File: config.mk
export PLATFORM = sky130hd
export DESIGN_NAME = dkongjr_obj_scan
export DESIGN_NICKNAME = d
export VERILOG_FILES = /design/src/rtl/dkongjr_obj_scan.sv
export SDC_FILE = /design/constraint.sdc
export NUM_CORES = 2
export LEC_CHECK = 0
export CAP_MARGIN = 20
export CORE_ASPECT_RATIO = 0.5
export CORE_UTILIZATION = 40
export DETAILED_ROUTE_END_ITERATION = 7
export DONT_BUFFER_PORTS = 1
export PLACE_DENSITY = 0.62
export SYNTH_ARGS = -nofsm -noshare
export SYNTH_HDL_FRONTEND = slang
export SYNTH_SLANG_ARGS = --single-unit
File: constraint.sdc
create_clock -name I_CLK -period 7.2 [get_ports I_CLK]
set_input_delay 0.72 -clock I_CLK [delete_from_list [all_inputs] [get_ports I_CLK]]
set_output_delay 0.72 -clock I_CLK [all_outputs]
set_load 0.01 [all_outputs]
File: src/rtl/dkongjr_obj_scan.sv
// dkongjr_obj_scan: per-line sprite scanner over a 96-entry object RAM
// (4 bytes per entry: Y, CODE, ATTR, X). DMA fills the RAM. A line-start
// pulse walks entries 0..95 and emits every sprite covering that line.
// Optional build macro DKONGJR_OBJ_DBLBUF_EN adds front/back RAM banks.
// Without it the scanner reads live RAM and yields the port to DMA.
//
// Object handshake: O_OBJ_VALID rises with X/CODE/ATTR/ROW already stable.
// Those outputs hold until a clock edge samples I_OBJ_READY high; that edge
// consumes the object. I_OBJ_READY has no effect while O_OBJ_VALID is low.
// A new line start or a reset drops O_OBJ_VALID without consuming.
module dkongjr_obj_scan (
  input  logic       I_CLK,
  input  logic       I_RST,
  input  logic [9:0] I_DMA_AD,
  input  logic [7:0] I_DMA_DD,
  input  logic       I_DMA_CED,
  input  logic       I_LINE_START,
  input  logic [7:0] I_VPOS,
  output logic       O_OBJ_VALID,
  input  logic       I_OBJ_READY,
  output logic [7:0] O_OBJ_X,
  output logic [7:0] O_OBJ_CODE,
  output logic [7:0] O_OBJ_ATTR,
  output logic [3:0] O_OBJ_ROW,
  output logic       O_BUSY,
  output logic       O_DONE,
  output logic       O_OVF,
  output logic [2:0] O_DBG_STATE
);

  typedef enum logic [2:0] {S_IDLE, S_FETCH, S_TEST, S_EMIT, S_END} state_t;

  state_t     state;
  logic [6:0] entry;
  logic [2:0] fcnt;       // bytes of the current entry already requested
  logic       cap_vld;    // rd_data holds a byte requested last cycle
  logic [1:0] cap_idx;
  logic [7:0] rd_data;
  logic [7:0] vpos_q;
  logic [7:0] ent_y, ent_code, ent_attr, ent_x;
  logic [4:0] hit_cnt;
  logic       dma_wr, rd_en, hit, adv;
  logic [8:0] rd_addr;
  logic [7:0] diff;

  assign dma_wr      = I_DMA_CED && (I_DMA_AD < 10'd384) && !I_RST;
  assign rd_addr     = {entry, fcnt[1:0]};
  assign diff        = vpos_q - ent_y;
  assign hit         = (diff[7:4] == 4'd0);
  assign adv         = ((state == S_TEST) && !hit) || ((state == S_EMIT) && I_OBJ_READY);
  assign O_DBG_STATE = state;

`ifdef DKONGJR_OBJ_DBLBUF_EN
  logic [7:0] mem [0:1][0:383];
  logic       front;
  logic       armed;
  logic       ced_q;
  logic       ced_fall;

  assign ced_fall = ced_q && !I_DMA_CED;
  // Banks are separate, so the scanner never waits on DMA.
  assign rd_en    = (state == S_FETCH) && (fcnt < 3'd4);

  // Bank select: a finished DMA burst arms a swap that only a line start applies.
  always_ff @(posedge I_CLK) begin
    if (I_RST) begin
      front <= 1'b0;
      armed <= 1'b0;
      ced_q <= 1'b0;
    end else begin
      ced_q <= I_DMA_CED;
      if (I_LINE_START) begin
        if (armed) front <= ~front;
        armed <= ced_fall;
      end else if (ced_fall) begin
        armed <= 1'b1;
      end
    end
  end

  // Object RAM: DMA fills the back bank, the scanner reads the front bank.
  always_ff @(posedge I_CLK) begin
    if (dma_wr) mem[~front][I_DMA_AD[8:0]] <= I_DMA_DD;
    if (rd_en) rd_data <= mem[front][rd_addr];
  end
`else
  logic [7:0] mem [0:383];

  // Single port: any DMA cycle takes the RAM and the fetch waits one cycle.
  assign rd_en = (state == S_FETCH) && (fcnt < 3'd4) && !I_DMA_CED;

  // Object RAM: DMA write wins the port, scanner reads with one cycle latency.
  always_ff @(posedge I_CLK) begin
    if (dma_wr) mem[I_DMA_AD[8:0]] <= I_DMA_DD;
    else if (rd_en) rd_data <= mem[rd_addr];
  end
`endif

  // Scan FSM: fetch 4 bytes, test the line, emit on hit, advance or finish.
  always_ff @(posedge I_CLK) begin
    if (I_RST) begin
      state       <= S_IDLE;
      entry       <= 7'd0;
      fcnt        <= 3'd0;
      cap_vld     <= 1'b0;
      cap_idx     <= 2'd0;
      vpos_q      <= 8'd0;
      ent_y       <= 8'd0;
      ent_code    <= 8'd0;
      ent_attr    <= 8'd0;
      ent_x       <= 8'd0;
      hit_cnt     <= 5'd0;
      O_OBJ_VALID <= 1'b0;
      O_OBJ_X     <= 8'd0;
      O_OBJ_CODE  <= 8'd0;
      O_OBJ_ATTR  <= 8'd0;
      O_OBJ_ROW   <= 4'd0;
      O_BUSY      <= 1'b0;
      O_DONE      <= 1'b0;
      O_OVF       <= 1'b0;
    end else if (I_LINE_START) begin
      state       <= S_FETCH;
      entry       <= 7'd0;
      fcnt        <= 3'd0;
      cap_vld     <= 1'b0;
      vpos_q      <= I_VPOS;
      hit_cnt     <= 5'd0;
      O_OBJ_VALID <= 1'b0;
      O_BUSY      <= 1'b1;
      O_DONE      <= 1'b0;
      O_OVF       <= 1'b0;
    end else begin
      O_DONE  <= 1'b0;
      cap_vld <= rd_en;
      if (rd_en) begin
        cap_idx <= fcnt[1:0];
        fcnt    <= fcnt + 3'd1;
      end
      if (cap_vld) begin
        case (cap_idx)
          2'd0:    ent_y    <= rd_data;
          2'd1:    ent_code <= rd_data;
          2'd2:    ent_attr <= rd_data;
          default: ent_x    <= rd_data;
        endcase
      end
      case (state)
        S_FETCH: if (cap_vld && cap_idx == 2'd3) state <= S_TEST;
        S_TEST: begin
          if (hit) begin
            if (hit_cnt == 5'd16) begin
              O_OVF  <= 1'b1;
              O_DONE <= 1'b1;
              state  <= S_END;
            end else begin
              O_OBJ_X     <= ent_x;
              O_OBJ_CODE  <= ent_code;
              O_OBJ_ATTR  <= ent_attr;
              O_OBJ_ROW   <= diff[3:0];
              O_OBJ_VALID <= 1'b1;
              hit_cnt     <= hit_cnt + 5'd1;
              state       <= S_EMIT;
            end
          end
        end
        S_EMIT: if (I_OBJ_READY) O_OBJ_VALID <= 1'b0;
        S_END: begin
          O_BUSY <= 1'b0;
          state  <= S_IDLE;
        end
        default: ;
      endcase
      if (adv) begin
        if (entry == 7'd95) begin
          O_DONE <= 1'b1;
          state  <= S_END;
        end else begin
          entry <= entry + 7'd1;
          fcnt  <= 3'd0;
          state <= S_FETCH;
        end
      end
    end
  end

endmodule

After elaboration in Yosys (flattened, before gate mapping)
Memory sizes are Yosys's and may differ from the RTL's. A register that Yosys moved wholly into a read port is not among the register bits.
Index checks and enable logic that the tools add are counted.
{"block": "totals", "reg_bits": 93, "ramBits": 3072, "input_bits": 31, "wordCells": 103, "memories": 1}
{"block": "op_classes", "n_addsub": 4, "order_cmp": 2, "eq_ne": 16, "muxes": 23, "bitwise": 5, "n_reduce_logical": 32}
{"name": "mem", "words": 384, "word_bits": 8, "read_ports": 1, "rd_clocked_by_memory_dff": 1, "wr": 1, "line": "87", "text": "logic [7:0] mem [0:383];"}
{"op": "3-bit 2-to-1 mux", "count": 8}
{"op": "3-bit AND reduction", "count": 8}
{"op": "1-bit 2-to-1 mux", "count": 13}
{"op": "10-bit by 9-bit less-than comparator with 1-bit output (second input constant)", "count": 1}
{"op": "3-bit one-hot mux with 3 select lines", "count": 1}
{"op": "4-bit AND reduction", "count": 2}
{"op": "8-bit subtractor", "count": 1}
{"op": "7-bit by 1-bit adder with 7-bit output (second input constant)", "count": 1}
{"op": "7-bit equality test (second input constant)", "count": 1}
{"op": "1-bit logical AND", "count": 7}
{"op": "3-bit by 2-bit equality test with 1-bit output (second input constant)", "count": 2}
{"op": "2-bit != test (second input constant)", "count": 3}
{"op": "2-bit AND reduction", "count": 3}
{"op": "5-bit by 1-bit adder with 5-bit output (second input constant)", "count": 1}
{"op": "5-bit equality test (second input constant)", "count": 1}
{"op": "1-bit NOT", "count": 5}
{"op": "5-bit nonzero test", "count": 1}
{"op": "2-bit equality test (second input constant)", "count": 2}
{"op": "4-bit zero test", "count": 1}
{"op": "4-bit by 3-bit != test with 1-bit output (second input constant)", "count": 1}
{"op": "4-bit != test (second input constant)", "count": 1}
{"op": "2-bit nonzero test", "count": 2}
{"op": "4-bit nonzero test", "count": 1}
{"op": "3-bit by 1-bit adder with 3-bit output (second input constant)", "count": 1}
{"op": "12 further kinds", "count": 14}

Longest topological paths before layout
{"block": "logic_depth", "word_depth": 7, "ltp_mapped": 15, "depth_no_buf": 12}

Least setup slack after synthesis
No wires, ideal clock.
{"block": "synth_timing", "kind": "reg-to-reg", "startpoint": "reg vpos_q[0]", "endpoint": "reg O_OBJ_ATTR[0]", "arrival_time_ns": 2.935, "t_required_ns": 7.072, "slack_ns": 4.137, "path_stages_with_launch": 14, "n_path_buf": 1, "synth_period_minus_slack_ns": 3.063, "path_cell_list": "dfxtp_1 > inv_1 > ha_1 > inv_1 > fa_1 > a21o_1 > a2111oi_0 > a311oi_1 > a21o_1 > or4b_4 > nor3_2 > buf_4 > mux2i_1 > nor2_1"}
{"block": "synth_via", "elab_chain_cells": 3}
{"item": "start: declaration", "line": "39", "text": "logic [7:0] vpos_q;"}
{"item": "start signal: assignment", "line": "107", "text": "vpos_q <= 8'd0;"}
{"item": "start signal: assignment", "line": "126", "text": "vpos_q <= I_VPOS;"}
{"item": "8-bit subtractor", "line": "48", "text": "assign diff = vpos_q - ent_y;"}
{"item": "4-bit zero test", "line": "49", "text": "assign hit = (diff[7:4] == 4'd0);"}
{"item": "4-bit AND reduction (no source line)"}
{"item": "end signal: assignment", "line": "158", "text": "O_OBJ_ATTR <= ent_attr;"}
{"item": "end: declaration", "line": "23", "text": "output logic [7:0] O_OBJ_ATTR,"}
No other way between the ends.
A chain may end at the register's enable or synchronous reset.

Worst setup path after layout
{"block": "layout_timing", "startpoint": "reg fcnt[1]", "endpoint": "reg rd_data[1] (read register of mem), data pin"}
{"block": "layout_via", "elab_chain_cells": 4}
{"item": "start: declaration", "line": "35", "text": "logic [2:0] fcnt;"}
{"item": "start signal: assignment", "line": "137", "text": "fcnt <= fcnt + 3'd1;"}
{"item": "3-bit less-than comparator", "line": "90", "text": "assign rd_en = (state == S_FETCH) && (fcnt < 3'd4) && !I_DMA_CED;"}
{"item": "1-bit logical AND (2 in series)", "line": "90"}
{"item": "2-bit AND reduction (no source line)"}
{"item": "end: declaration", "line": "38", "text": "logic [7:0] rd_data;"}
Several ways; a longest one is shown, not always the timed one.

==> results.txt <==
pwr dens -> 263 mW/mm²
Bufs on Longest Clock Path -> 4
final net count -> 5977
most common cell after layout, fill and taps aside -> edfxtp_1
mapped cell area -> 0.123 mm²
R2R setup slack -> 2090 ps
post-cts sizing count -> 0
fin. max-slew vios -> 231
ys async rst share -> 0
first-pass GRT wire length -> 468 mm
number of global-route vias before repair -> 59800
CP bufs+invs -> 2
total power -> 36.0 mW
Setup Buffers After CTS -> 0
Slowest cell on crit path -> dfxtp_4
Starting Density -> 0.404
CP Launch Point -> fcnt[1]$_SDFF_PP0_
setup TNS -> 0 ps
Max VDD drop -> 0.167 mV
Ports -> 66
Post-Layout Inst Area -> 0.137 mm²
Most used DFF post-synth -> edfxtp_1
worst r2r src -> fcnt[1]$_SDFF_PP0_
Max Clk Rate -> 196 MHz
dpl cell area -> 0.128 mm²
Slew @ Worst Pin -> 1740 ps
Setup CP Type -> reg2reg
Avg Synthesized Cell Area -> 21.1 µm²
Data arrival, critical path -> 5710 ps
synthesis-to-finish area growth -> 11.1%
Min Clock Period, post-route -> 5110 ps
syn nets -> 5880
Critical Path RT -> 7800 ps
share of layout cells above drive strength 1 -> 0.221
Final Skew -> 51.8 ps
first-iteration detailed-routing DRC count -> 8473
FF-to-FF End -> rd_data[1]$_DFFE_PP_
DR DRC count -> 0
CP endpoint kind -> flip-flop
R2R depth -> 10
core region area -> 0.305 mm²
RSZ-0062 raised after global routing -> false
crit path cell chain -> buf_4 > nor3b_2 > buf_4 > a22oi_1 > nand3_1 > o22ai_1 > o21ai_0 > and3_1 > o22ai_1 > a311o_1
clk slew on worst S/H paths -> 70 ps
Final ANT Viol Nets -> 0
Synth cell types -> 75
dpl hpwl -> 190 mm
Max FO, Critical Path -> 34
Max Cap Viol -> 0
Seq/Total Area, Yosys -> 0.765
grt total ovfl -> 0
Rel. slew slack -> -0.157
RD Place Congestion -> 0.824
TritonCTS Buffers -> 297
status -> finished with violations
Tcrit/Tclk final -> 0.709
HP Class -> in2reg
hold path startpoint -> I_VPOS[0]
leakage -> 40.3 nW
CTS Sinks -> 3173
I/O Buffers -> 0
Rows -> 143
fillers -> 25400
final setup vio count -> 0
DIE AREA -> 0.311 mm²
max incr delay on CP -> 910 ps
CP Depth -> 10
critical path's top delay family -> compound AO/OA/AOI/OAI gates
Final Hold Viols -> 0
CTS tree -> done
Post-Syn Instances -> 5837
Post-Route WL -> 334 mm
critical path capture point -> rd_data[1]$_DFFE_PP_
failing checks -> slew limit
Syn. warnings -> 0
1st-pass router iterations -> 6
number of synthesized flops with an enable pin -> 3080
Startpoint Class -> flip-flop
Die Span Y -> 395 µm
commonest cells after routing, fill and taps aside -> edfxtp_1 (3080), mux4_2 (784), nor2_1 (496)
largest net degree at the start of global routing -> 385
Die Width -> 787 µm
root buf cell -> clkbuf_16
GRT Util Overall -> 0.211
via/cell ratio -> 6.01
initial antenna violation count -> 21
Skew-Pair Late Insertion Delay -> 860 ps
H-tree depth -> 5
Via Count -> 61400
drt wl/cell -> 32.6 µm
Synth Register Bits -> 3173
[area by class of cell]
type                       count  area, µm²  share of cell area
antenna                       15       37.5            0.000274
sequential                  3173      94400               0.689
clock inverter               132       1070             0.00785
multi-input combinational   2299      26900               0.197
tap                         4060       5080              0.0371
timing repair buffer         140       1370              0.0100
clock buffer                 379       8010              0.0585
inverter                      23       93.8            0.000685
[stage by stage]
stage          worst slack (ps)  hold slack (ps)  cells  utilization
5_1_grt                    2220            0.487  10200        0.449
6_report                   2090             48.4  10200        0.449
3_5_place_dp               2310              449   9684        0.419
4_1_cts                    2310           0.0486  10200        0.449
3_3_place_gp               2160              445   9679        0.418
2_1_floorplan              4140              430   5837            -
[metal layers]
metal	share of wire	global-route usage	vias to the layer above
li1	-	-	24500
met1	0.41	0.307	33200
met2	0.46	0.320	3288
met3	0.11	0.0500	474
met4	0.029	0.0597	0
met5	0	0	-
[where the power goes]
group	leakage, nW	internal (mW)	switching, mW
Clock	4.44	8.50	6.72
Sequential	28.4	20.3	0.0183
Combinational	7.41	0.214	0.283
[logic make-up after synthesis]
kind of cell | share of synthesized area
flip-flops | 0.765
AND/OR/NAND/NOR | 0.0286
buffers and inverters | 0.0179
AO/OA/AOI/OAI | 0.0239
multiplexers | 0.162
adder cells (fa/ha/maj) | 0.00128
XOR/XNOR | 0.000924
[synth_stat cells (6+ instances only)]
cell type,n,share of area
a2111oi_0,6,0.00043
a211o_1,6,0.00043
a211oi_1,29,0.0018
a21oi_1,77,0.0031
a221oi_1,32,0.0023
a22o_1,30,0.0021
a22oi_1,88,0.0054
a31oi_1,18,0.00091
and3_1,8,0.00041
buf_1,20,0.00061
buf_12,6,0.00097
buf_2,69,0.0028
buf_4,33,0.0020
buf_6,53,0.0048
buf_8,12,0.0015
clkbuf_1,149,0.0045
dfxtp_1,93,0.015
edfxtp_1,3080,0.75
ha_1,11,0.0011
inv_1,21,0.00064
mux2i_1,225,0.018
mux4_2,784,0.14
nand2_1,169,0.0051
nand2b_1,11,0.00056
nand3_1,47,0.0019
nor2_1,501,0.015
nor2b_1,21,0.0011
nor3_1,20,0.00081
nor3b_1,10,0.00061
nor4_1,10,0.00051
o211ai_1,6,0.00037
o21ai_0,44,0.0018
o21ai_1,7,0.00028
o221ai_1,8,0.00057
o22ai_1,39,0.0020
or3_1,8,0.00041
or4_1,7,0.00043
xnor2_1,12,0.00085
[what timing repair did]
| item | 4_1_cts | 5_1_grt |
|---|---|---|
| endpoints found under the hold margin | 113 | 0 |
| setup endpoints to repair | 0 | 0 |
| hold buffers | 10 | 0 |
[sequential cells by signal, indices dropped and copies added, names as in the netlist]
register	flops
mem	3072
O_OBJ_ATTR	8
O_OBJ_CODE	8
O_OBJ_X	8
ent_attr	8
ent_code	8
ent_x	8
ent_y	8
rd_data	8
vpos_q	8
entry	7
hit_cnt	5
O_OBJ_ROW	4
O_DBG_STATE	3
fcnt	3
cap_idx	2
O_BUSY	1
O_DONE	1
O_OBJ_VALID	1
O_OVF	1
cap_vld	1
[worst register-to-register path: cells and delay by family, from the launching register on]
family                 cells  cell delay [ps]
AOI/OAI and AO/OA          5             1510
buffers and inverters      2              950
and+or+nand+nor            3             1490
DFF                        1              910
[how the worst min path moves through the flow]
stage	endpoint	slack, ps	depth (start not counted)
6_report	vpos_q[0]$_SDFFE_PP0P_	50	2
5_1_grt	mem[52][5]$_DFFE_PP_	0.5	0
4_1_cts	vpos_q[0]$_SDFFE_PP0P_	0.05	2
3_5_place_dp	ent_x[3]$_SDFFE_PP0P_	450	2
3_3_place_gp	fcnt[2]$_SDFF_PP0_	450	2
2_1_floorplan	fcnt[2]$_SDFF_PP0_	430	2
Note: power is estimated with default switching activity, not from simulation.
